### config.mk
export PLATFORM = sky130hd
export DESIGN_NAME = deserializer
export DESIGN_NICKNAME = d
export VERILOG_FILES = /design/src/rtl/serdes_pkg.sv /design/src/rtl/deserializer.sv
export SDC_FILE = /design/constraint.sdc
export NUM_CORES = 1
export LEC_CHECK = 0
export CORE_MARGIN = 2
export CORE_UTILIZATION = 50
export DETAILED_ROUTE_END_ITERATION = 7
export PLACE_DENSITY = 0.73
export SLEW_MARGIN = 20
export SYNTH_ARGS = -nofsm -noshare
export SYNTH_HDL_FRONTEND = slang
export SYNTH_SLANG_ARGS = --single-unit
### constraint.sdc
create_clock -name clk_i -period 4 [get_ports clk_i]
set_clock_uncertainty 0.2 [all_clocks]
set_input_delay 1 -clock clk_i [delete_from_list [all_inputs] [get_ports clk_i]]
set_output_delay 1 -clock clk_i [all_outputs]
set_load 0.01 [all_outputs]
### src/rtl/serdes_pkg.sv
// Definitions shared by the serializer and deserializer: the FSM state encoding and
// the shortest burst either side will accept.
package serdes_pkg;

  typedef enum logic [1:0] {
    IDLE_S = 2'd1,
    RECV_S = 2'd2,
    X      = 'x
  } state_t;

  localparam int unsigned MIN_BURST_LEN = 3;

endpackage

### src/rtl/deserializer.sv
// Rebuilds MSB-first serial bursts into MSB-aligned parallel words with a bit-count modifier.
// Optional DESERIALIZER_RUNT_ERR_EN adds runt_err_o, pulsing when a 1- or 2-bit burst is dropped.
module deserializer
  import serdes_pkg::*;
#(
  parameter int unsigned DATA_BUS_WIDTH = 16,
  parameter int unsigned DATA_MOD_WIDTH = $clog2(DATA_BUS_WIDTH)
) (
  input  logic                      clk_i,
  input  logic                      srst_i,
`ifdef DESERIALIZER_RUNT_ERR_EN
  output logic                      runt_err_o,
`endif
  input  logic                      data_i,
  input  logic                      data_val_i,
  output logic [DATA_BUS_WIDTH-1:0] deser_data_o,
  output logic [DATA_MOD_WIDTH-1:0] deser_data_mod_o,
  output logic                      deser_data_val_o
);

  localparam int unsigned CNT_W = DATA_MOD_WIDTH + 1;

  state_t                    state;
  logic [CNT_W-1:0]          cnt;
  logic [DATA_BUS_WIDTH-1:0] shift_q;
  logic [CNT_W-1:0]          bit_idx_c;

  // Bit k of the burst lands at position DATA_BUS_WIDTH-1-k.
  assign bit_idx_c = CNT_W'(DATA_BUS_WIDTH - 1) - cnt;

  always_ff @(posedge clk_i) begin
    if (srst_i) begin
      state            <= IDLE_S;
      cnt              <= '0;
      shift_q          <= '0;
      deser_data_o     <= '0;
      deser_data_mod_o <= '0;
      deser_data_val_o <= 1'b0;
`ifdef DESERIALIZER_RUNT_ERR_EN
      runt_err_o       <= 1'b0;
`endif
    end else begin
      deser_data_val_o <= 1'b0;
`ifdef DESERIALIZER_RUNT_ERR_EN
      runt_err_o       <= 1'b0;
`endif
      case (state)
        IDLE_S: begin
          if (data_val_i) begin
            shift_q <= {data_i, {(DATA_BUS_WIDTH-1){1'b0}}};
            cnt     <= CNT_W'(1);
            state   <= RECV_S;
          end
        end
        RECV_S: begin
          if (data_val_i) begin
            if (cnt == CNT_W'(DATA_BUS_WIDTH - 1)) begin
              // Last bit goes straight to the output so a following bit can start a new word.
              deser_data_o     <= {shift_q[DATA_BUS_WIDTH-1:1], data_i};
              deser_data_mod_o <= '0;
              deser_data_val_o <= 1'b1;
              cnt              <= '0;
              state            <= IDLE_S;
            end else begin
              shift_q[bit_idx_c[DATA_MOD_WIDTH-1:0]] <= data_i;
              cnt                                    <= cnt + CNT_W'(1);
            end
          end else begin
            if (cnt >= CNT_W'(MIN_BURST_LEN)) begin
              deser_data_o     <= shift_q;
              deser_data_mod_o <= DATA_MOD_WIDTH'(cnt);
              deser_data_val_o <= 1'b1;
            end else begin
`ifdef DESERIALIZER_RUNT_ERR_EN
              runt_err_o <= 1'b1;
`endif
            end
            cnt   <= '0;
            state <= IDLE_S;
          end
        end
        default: begin
          cnt   <= '0;
          state <= IDLE_S;
        end
      endcase
    end
  end

endmodule

==> flow_summary.json, run 1 <==
{
  "status": "complete, no violations",
  "netlist.top_cell.by_area": "dfxtp_1",
  "post_synth.cell_area_avg_um2": 7.972,
  "synth-seq-cells": 44,
  "crit_path_end_kind": "register",
  "route.met2.wl_um": 1730,
  "ys_types": 37,
  "synthFlopType": "dfxtp_1",
  "filler_cell_count_in_the_final_layout": 340,
  "cts_made_buffers": 5,
  "finalSetupViolations": 0,
  "final_nets": 270,
  "grt_overall_usage_pct": 20.32,
  "n_antenna_cell": 0,
  "wl_met1_um": 1938,
  "layout_worst_path_cycle_share_pct": 70.69,
  "route.detailed.drc": 0,
  "cap_viol_max_count": 0,
  "yosys-top-cells-count": "a21oi_1 (57), dfxtp_1 (44), nand2_1 (43)",
  "worst_ir_drop_vdd_mv": 0.2101,
  "die_span_in_y_um": 66.50,
  "setup.worst_path.class": "in2reg",
  "place.port_buffers": 24,
  "clk_pin_slew_ns": 0.08,
  "static-leakage-power_nw": 0.8077,
  "worstPathMaxFanout": 21,
  "critical-path-max-stage-delay_ns": 0.68,
  "core_area_mm2": 0.003716,
  "drtIter0Drc": 157,
  "holdBufCountCts": 0,
  "dp_hpwl_um": 2659,
  "fmax_mhz": 353.7,
  "power_per_cell_area_mw_per_mm2": 373.5,
  "critPathArrivalTime_ns": 2.86,
  "setup-tns-final_ns": 0,
  "floorplan.io_pins": 25,
  "synth_instances": 245,
  "netlist_area_mm2": 0.001953,
  "grt_first_pass_wirelength_um": 6858,
  "multi_input_area_um2": 958.4,
  "gp_congestion": 0.9102,
  "timing.critical_path.from_type": "input port",
  "grt.overflow.total": 0,
  "post_cts_setup_buffer_count": 0,
  "final_design_instance_area_without_fill_mm2": 0.002310,
  "met3RoutedLength_um": 165,
  "dieWidth_um": 66.50,
  "timing_worst_slew_pin_value_ns": 1.003,
  "cts.htree.levels": 2,
  "placement_rows": 22,
  "placed_area_mm2": 0.002188,
  "maximum_number_of_pins_on_one_net_before_global_route_repair": 26,
  "synth_async_sr_flop_share_pct": 0,
  "fin_cells": 309,
  "ys_seq_area_share_pct": 45.10,
  "sequential_cell_area_um2": 880.8,
  "worstPathCellList": "clkdlybuf4s50_1 -> a221o_1 -> or3_1 -> a21oi_1",
  "route.detailed.wl_per_inst_um": 12.61,
  "layout-drive-gt1-share_pct": 6.130,
  "drt_pass1_iterations": 4,
  "topRoutingLayerUsed": "met4",
  "max_root_sink_buffers": 2,
  "avg_vias_per_cell": 5.398,
  "design.die.area_mm2": 0.004422,
  "post_synth_main_area_contributors": "dfxtp_1 (45%), a21oi_1 (15%), nand2_1 (8.3%)",
  "route.vias.total": 1668,
  "yosysMostFrequentCell": "a21oi_1",
  "synth_warnings": 0,
  "worst_min_path_class": "reg2reg",
  "finalHoldViolCount": 0,
  "yosys.area.top_type_share_pct": 45.10,
  "final-max-slew-violation-count": 0,
  "power.total_uw": 862.7,
  "number_of_routed_nets_with_antenna_violations": 0,
  "grt_antenna_before_repair": 0,
  "area_growth_syn_to_layout_pct": 18.26,
  "clkSinkCount": 44,
  "placed_cells_incl_taps": 301,
  "worstPathRequired_ns": 4.03,
  "start_util_pct": 52.56,
  "max_slew_margin_pct": 32.66,
  "post_route_wl_um": 3895,
  "critical_path.slowest_cell": "a221o_1",
  "post_cts_resize_count": 0,
  "rsz0062_at_grt": "no",
  "tritoncts": "built",
  "cell_at_the_root_of_the_clock_tree": "clkbuf_8",
  "synthesis.nets": 255,
  "tmin_final_ns": 2.828,
  "clk-insertion-delay-late_ns": 0.29,
  "synth_enable_flop_cells": 0,
  "via_count_of_the_first_global_routing_pass": 1498
}
## cells by family (layout without fill, tap and decap cells)
group | after synthesis | in the layout | share of synthesized area [%]
compound gates | 84 | 84 | 23.19
fa+ha+maj | 6 | 6 | 3.844
buf+inv | 25 | 41 | 5.829
flops | 44 | 44 | 45.10
mux | 1 | 1 | 0.5125
simple gates | 85 | 85 | 21.53
## sequential cells by signal, summed over array words and instances (netlist names)
signal,flops
state,2
shift_q,16
deser_data_mod_o,4
deser_data_val_o,1
deser_data_o,16
cnt,5
## final cells by class
cell class                 instances  share of cell area, %
multi-input combinational        176                  41.50
clock buffer                       6                  3.575
timing repair buffer              28                  11.70
sequential                        44                  38.14
clock inverter                     2                  1.679
inverter                           5                 0.8126
tap                               48                  2.600
## routing by layer
| metal | up-vias | GRT usage, % |
|---|---|---|
| met5 | - | 0 |
| met4 | 0 | 9.184 |
| met3 | 5 | 3.547 |
| met2 | 45 | 31.37 |
| met1 | 745 | 27.65 |
| li1 | 873 | - |
## cell usage in the layout (no fill, tap or decap), types with 4 or more instances in the layout
| master | Yosys | routed |
|---|---|---|
| nand2_1 | 43 | 43 |
| a21oi_1 | 57 | 57 |
| nand3_1 | 11 | 11 |
| o21ai_0 | 18 | 18 |
| clkbuf_8 | 0 | 6 |
| buf_4 | 3 | 4 |
| inv_1 | 4 | 4 |
| ha_1 | 6 | 6 |
| nor2_1 | 10 | 10 |
| clkdlybuf4s50_1 | 0 | 24 |
| dfxtp_1 | 44 | 44 |
| nor2b_1 | 4 | 4 |
## report_power, final
| part | switching [mW] | internal (mW) |
|---|---|---|
| Combinational | 0.0428 | 0.0234 |
| Clock | 0.146 | 0.204 |
| Sequential | 0.00432 | 0.442 |
| Total | 0.193 | 0.670 |
## path summary, 6_finish.rpt
kind                            startpoint                  end  slack, ns  cells past startpoint
worst min-delay path            shift_q[1]      deser_data_o[1]       0.25                      2
worst min register to register  shift_q[1]      deser_data_o[1]       0.25                      2
worst max register to register    state[0]          shift_q[15]       1.21                      6
worst max-delay path            data_val_i  deser_data_mod_o[1]       1.17                      4
## stage by stage
| stage | hold slack, ns | setup slack (ns) | util (%) |
|---|---|---|---|
| 6_report | 0.2509 | 1.172 | 62.15 |
| 5_1_grt | 0.2699 | 0.8244 | 62.15 |
| 4_1_cts | 0.2557 | 1.172 | 62.15 |
| 3_5_place_dp | 0.2438 | 0.8662 | 58.89 |
| 3_3_place_gp | 0.2421 | 0.8847 | 58.89 |
| 2_1_floorplan | 0.2284 | 1.709 | - |
## worst max-delay path: cells and delay by family
kind	cells	cell delay [ns]
AO/OA/AOI/OAI	2	0.81
buffers and inverters	1	0.62
AND/OR/NAND/NOR	1	0.41
(Power assumes the default switching activity.)
==> inputs of run 2 (changes only) <==
==> constraint.sdc (replaced) <==
create_clock -name clk_i -period 2.7 [get_ports clk_i]
set_clock_uncertainty 0.2 [all_clocks]
set_input_delay 0.675 -clock clk_i [delete_from_list [all_inputs] [get_ports clk_i]]
set_output_delay 0.675 -clock clk_i [all_outputs]
set_load 0.01 [all_outputs]
==> flow_summary.json, run 2 (synthesis results as in run 1) <==
{
  "status": "complete, no violations",
  "post_cts_resize_count": 0,
  "final_design_utilization_pct": 63.57,
  "max_root_sink_buffers": 2,
  "worst_min_path_class": "reg2reg",
  "cell_count_of_the_worst_reg_to_reg_path": 5,
  "placed_cells_incl_taps": 308,
  "place.port_buffers": 24,
  "commonest_cells_after_routing_fill_and_taps_aside": "a21oi_1 (57), dfxtp_1 (44), nand2_1 (43)",
  "holdBufCountCts": 0,
  "start_util_pct": 52.56,
  "core_area_mm2": 0.003716,
  "power_per_cell_area_mw_per_mm2": 548.3,
  "route.detailed.wl_per_inst_um": 13.11,
  "hold_path_depth": 2,
  "grt_antenna_before_repair": 0,
  "grt_first_pass_wirelength_um": 6962,
  "placement_rows": 22,
  "clk-insertion-delay-late_ns": 0.29,
  "cts.htree.levels": 2,
  "setup.worst_path.class": "reg2reg",
  "max_slew_margin_pct": 62.80,
  "rsz0062_at_grt": "no",
  "die_span_in_y_um": 66.50,
  "dp_hpwl_um": 2771,
  "avg_vias_per_cell": 5.456,
  "tritoncts": "built",
  "number_of_routed_nets_with_antenna_violations": 0,
  "largest_registers": "deser_data_o x16, shift_q x16, cnt x5",
  "route.vias.total": 1724,
  "setup-tns-final_ns": 0,
  "final-max-slew-violation-count": 0,
  "hold_path_startpoint": "deser_data_mod_o[3]",
  "drtIter0Drc": 138,
  "critical_path.startpoint": "cnt[1]",
  "finalSetupViolations": 0,
  "post_route_wl_um": 4144,
  "n_antenna_cell": 0,
  "crit_path_end_kind": "register",
  "drt_pass1_iterations": 4,
  "worstPathRequired_ns": 2.73,
  "cell_at_the_root_of_the_clock_tree": "clkbuf_8",
  "grt.overflow.total": 0,
  "worstPathMaxFanout": 11,
  "timing_worst_slew_pin_value_ns": 0.5569,
  "dieWidth_um": 66.50,
  "place_worst_setup_slack_ns": 0.1431,
  "clkSinkCount": 44,
  "tmin_final_ns": 2.282,
  "grt_overall_usage_pct": 20.49,
  "floorplan.io_pins": 25,
  "worst_slack_ns": 0.4178,
  "worst_ir_drop_vdd_mv": 0.3814,
  "via_count_of_the_first_global_routing_pass": 1420,
  "critPathArrivalTime_ns": 2.31,
  "post_cts_setup_buffer_count": 0,
  "layout-drive-gt1-share_pct": 8.582,
  "layout_worst_path_cycle_share_pct": 84.52,
  "route.detailed.drc": 0,
  "finalHoldViolCount": 0,
  "layout_commonest_cell": "a21oi_1",
  "cap_viol_max_count": 0,
  "fin_cells": 316,
  "timing.critical_path.from_type": "register",
  "worstReg2RegStart": "cnt[1]",
  "final_nets": 277,
  "area_growth_syn_to_layout_pct": 20.95,
  "fmax_mhz": 438.2,
  "maximum_number_of_pins_on_one_net_before_global_route_repair": 27,
  "cts_made_buffers": 5,
  "gp_congestion": 0.8499,
  "power.total_mw": 1.295,
  "design.die.area_mm2": 0.004422,
  "clk_pin_slew_ns": 0.08,
  "filler_cell_count_in_the_final_layout": 344,
  "static-leakage-power_nw": 0.8408
}
-- run 2: cell count changes in the layout (fill, tap and decap cells not counted) --
| cell | delta |
|---|---|
| buf_4 | +7 |
-- run 2: layout make-up --
type	count	area [um^2]	share of cell area [%]
flip-flops and latches	44	880.8	37.29
clock buffers	6	82.58	3.496
repair buffers	35	322.8	13.67
well taps	48	60.06	2.542
inverters	5	18.77	0.7945
multi-input cells	176	958.4	40.57
clock inverters	2	38.79	1.642
-- run 2: report_power, final --
part           leakage [nW]  switching [mW]  internal, mW
combinational         0.424          0.0670        0.0419
sequential            0.355         0.00608         0.655
clock                0.0614           0.223         0.302
-- run 2: final timing paths --
check / end / slack [ns]
setup reg to reg: deser_data_mod_o[1] / 0.42
hold / removal: deser_data_mod_o[3] / 0.25
setup / recovery: deser_data_mod_o[1] / 0.42
hold reg to reg: deser_data_mod_o[3] / 0.25
-- run 2: per-layer routing --
| metal | GRT usage (%) | routed length (um) | up-vias |
|---|---|---|---|
| li1 | - | - | 896 |
| met1 | 29.79 | 2062 | 770 |
| met2 | 29.63 | 1809 | 53 |
| met3 | 4.054 | 225 | 5 |
| met4 | 7.908 | 46 | 0 |
| met5 | 0 | 0 | - |
-- run 2: critical path: stages, from the launching register on --
cell	delay [ns]
dfxtp_1	0.44
ha_1	0.50
nand4b_4	0.20
a221o_1	0.43
or3_1	0.32
a21oi_1	0.13
-- run 2: stage by stage --
stage	cell area, um^2	hold slack [ns]
after floorplan	1953	0.2284
after global placement	2241	0.2361
after detailed placement	2241	0.2421
after CTS	2362	0.2547
after global routing	2362	0.2710
final	2362	0.2513
==> inputs of run 3 (changes only) <==
==> constraint.sdc (replaced) <==
create_clock -name clk_i -period 2.15 [get_ports clk_i]
set_clock_uncertainty 0.2 [all_clocks]
set_input_delay 0.5375 -clock clk_i [delete_from_list [all_inputs] [get_ports clk_i]]
set_output_delay 0.5375 -clock clk_i [all_outputs]
set_load 0.01 [all_outputs]
==> flow_summary.json, run 3 (synthesis results as in run 1) <==
{
  "clk-insertion-delay-late_ns": 0.30,
  "drtIter0Drc": 114,
  "layout-drive-gt1-share_pct": 12.86,
  "avg_vias_per_cell": 5.326,
  "timing_worst_slew_pin_value_ns": 0.4397,
  "dieWidth_um": 66.50,
  "internal_power_mw": 1.262,
  "cap_viol_max_count": 0,
  "static-leakage-power_nw": 0.9026,
  "finalSetupViolations": 0,
  "setup.worst_path.class": "in2reg",
  "place.port_buffers": 24,
  "floorplan.io_pins": 25,
  "p_seq_share_pct": 50.6,
  "worstPathMaxFanout": 14,
  "p_sw_share_pct": 22.82,
  "layout_worst_path_cycle_share_pct": 93.55,
  "worstPathRequired_ns": 2.19,
  "largest_registers": "deser_data_o x16, shift_q x16, cnt x5",
  "core_area_mm2": 0.003716,
  "commonest_cells_after_routing_fill_and_taps_aside": "a21oi_1 (57), dfxtp_1 (44), nand2_1 (43)",
  "fmax_mhz": 497.2,
  "design.die.area_mm2": 0.004422,
  "critPathArrivalTime_ns": 2.05,
  "setup-tns-final_ns": 0,
  "timing.critical_path.from_type": "input port",
  "cts_made_buffers": 5,
  "worst_min_path_class": "reg2reg",
  "rsz0062_at_grt": "no",
  "start_util_pct": 52.56,
  "drt_pass1_iterations": 4,
  "grt_antenna_before_repair": 0,
  "finalHoldViolCount": 0,
  "worst_ir_drop_vdd_mv": 0.4554,
  "placement_rows": 22,
  "n_antenna_cell": 0,
  "cell_at_the_root_of_the_clock_tree": "clkbuf_8",
  "crit_path_end_kind": "register",
  "clk_pin_slew_ns": 0.08,
  "power_switching_uw": 373.3,
  "placed_cells_incl_taps": 320,
  "grt_first_pass_wirelength_um": 7141,
  "holdBufCountCts": 0,
  "max_root_sink_buffers": 2,
  "cts.htree.levels": 2,
  "fin_cells": 328,
  "dp_hpwl_um": 2959,
  "layout_commonest_cell": "a21oi_1",
  "tmin_final_ns": 2.011,
  "grt.overflow.total": 0,
  "final_nets": 289,
  "area_growth_syn_to_layout_pct": 25.75,
  "number_of_routed_nets_with_antenna_violations": 0,
  "via_count_of_the_first_global_routing_pass": 1482,
  "clock_power_share_pct": 40.4,
  "post_cts_resize_count": 0,
  "die_span_in_y_um": 66.50,
  "maximum_number_of_pins_on_one_net_before_global_route_repair": 21,
  "grt_overall_usage_pct": 21.47,
  "route.detailed.wl_per_inst_um": 12.96,
  "max_slew_margin_pct": 70.41,
  "power.combinational.fraction_pct": 9.0,
  "route.detailed.drc": 0,
  "final-max-slew-violation-count": 0,
  "gp_congestion": 0.9168,
  "route.vias.total": 1747,
  "post_route_wl_um": 4252,
  "status": "complete, no violations",
  "power_per_cell_area_mw_per_mm2": 665.9,
  "clkSinkCount": 44,
  "post_cts_setup_buffer_count": 0,
  "final_design_utilization_pct": 66.09,
  "power.total_mw": 1.636,
  "tritoncts": "built"
}
-- run 3: cell types whose count changed in the layout (fill, tap and decap cells not counted), sizes merged --
cell,delta
buf,+12
-- run 3: critical path, cell delays in order --
cell	delay, ns
clkdlybuf4s50_1	0.48
buf_4	0.19
a221oi_2	0.32
buf_4	0.27
nand3b_1	0.12
a21oi_1	0.14
-- run 3: worst paths after layout --
check | start | to | slack [ns] | cells past startpoint
max reg2reg | state[0] | deser_data_mod_o[2] | 0.19 | 7
min reg2reg | shift_q[13] | deser_data_o[13] | 0.25 | 2
max | data_val_i | deser_data_mod_o[2] | 0.14 | 6
min | shift_q[13] | deser_data_o[13] | 0.25 | 2
-- run 3: area by class of cell --
cell class                      instances  area [um^2]
Tap cell                               48        60.06
Multi-Input combinational cell        176        962.2
Clock inverter                          2        38.79
Sequential cell                        44        880.8
Clock buffer                            6        82.58
Inverter                                5        18.77
Fill cell                             336         1260
Timing Repair Buffer                   47        412.9
-- run 3: routing by layer --
| layer | wire, um | part of all wire, % | GRT usage [%] | vias to the layer above |
|---|---|---|---|---|
| met5 | 0 | 0 | 0 | - |
| met4 | 75 | 1.8 | 10.20 | 0 |
| met3 | 269 | 6.3 | 6.081 | 6 |
| met2 | 1914 | 45 | 31.13 | 53 |
| met1 | 1991 | 47 | 29.22 | 773 |
| li1 | - | - | - | 915 |
-- run 3: metrics by stage --
step           cell area, um^2  worst slack, ns  hold slack (ns)
3_3_place_gp              2331          -0.1338           0.2405
3_5_place_dp              2331          -0.1322           0.2444
5_1_grt                   2456          0.01933           0.2681
6_report                  2456           0.1387           0.2466
2_1_floorplan             1953           0.2534           0.2284
4_1_cts                   2452           0.1689           0.2558
-- run 3: power by group through the flow --
stage                     registers [mW]  clock network, mW  logic [mW]
final                              0.828              0.661       0.147
after global routing               0.829              0.716       0.163
after CTS                          0.828              0.676       0.145
after detailed placement           0.847                  0       0.144
after global placement             0.847                  0       0.143
after floorplan                    0.848                  0      0.0937
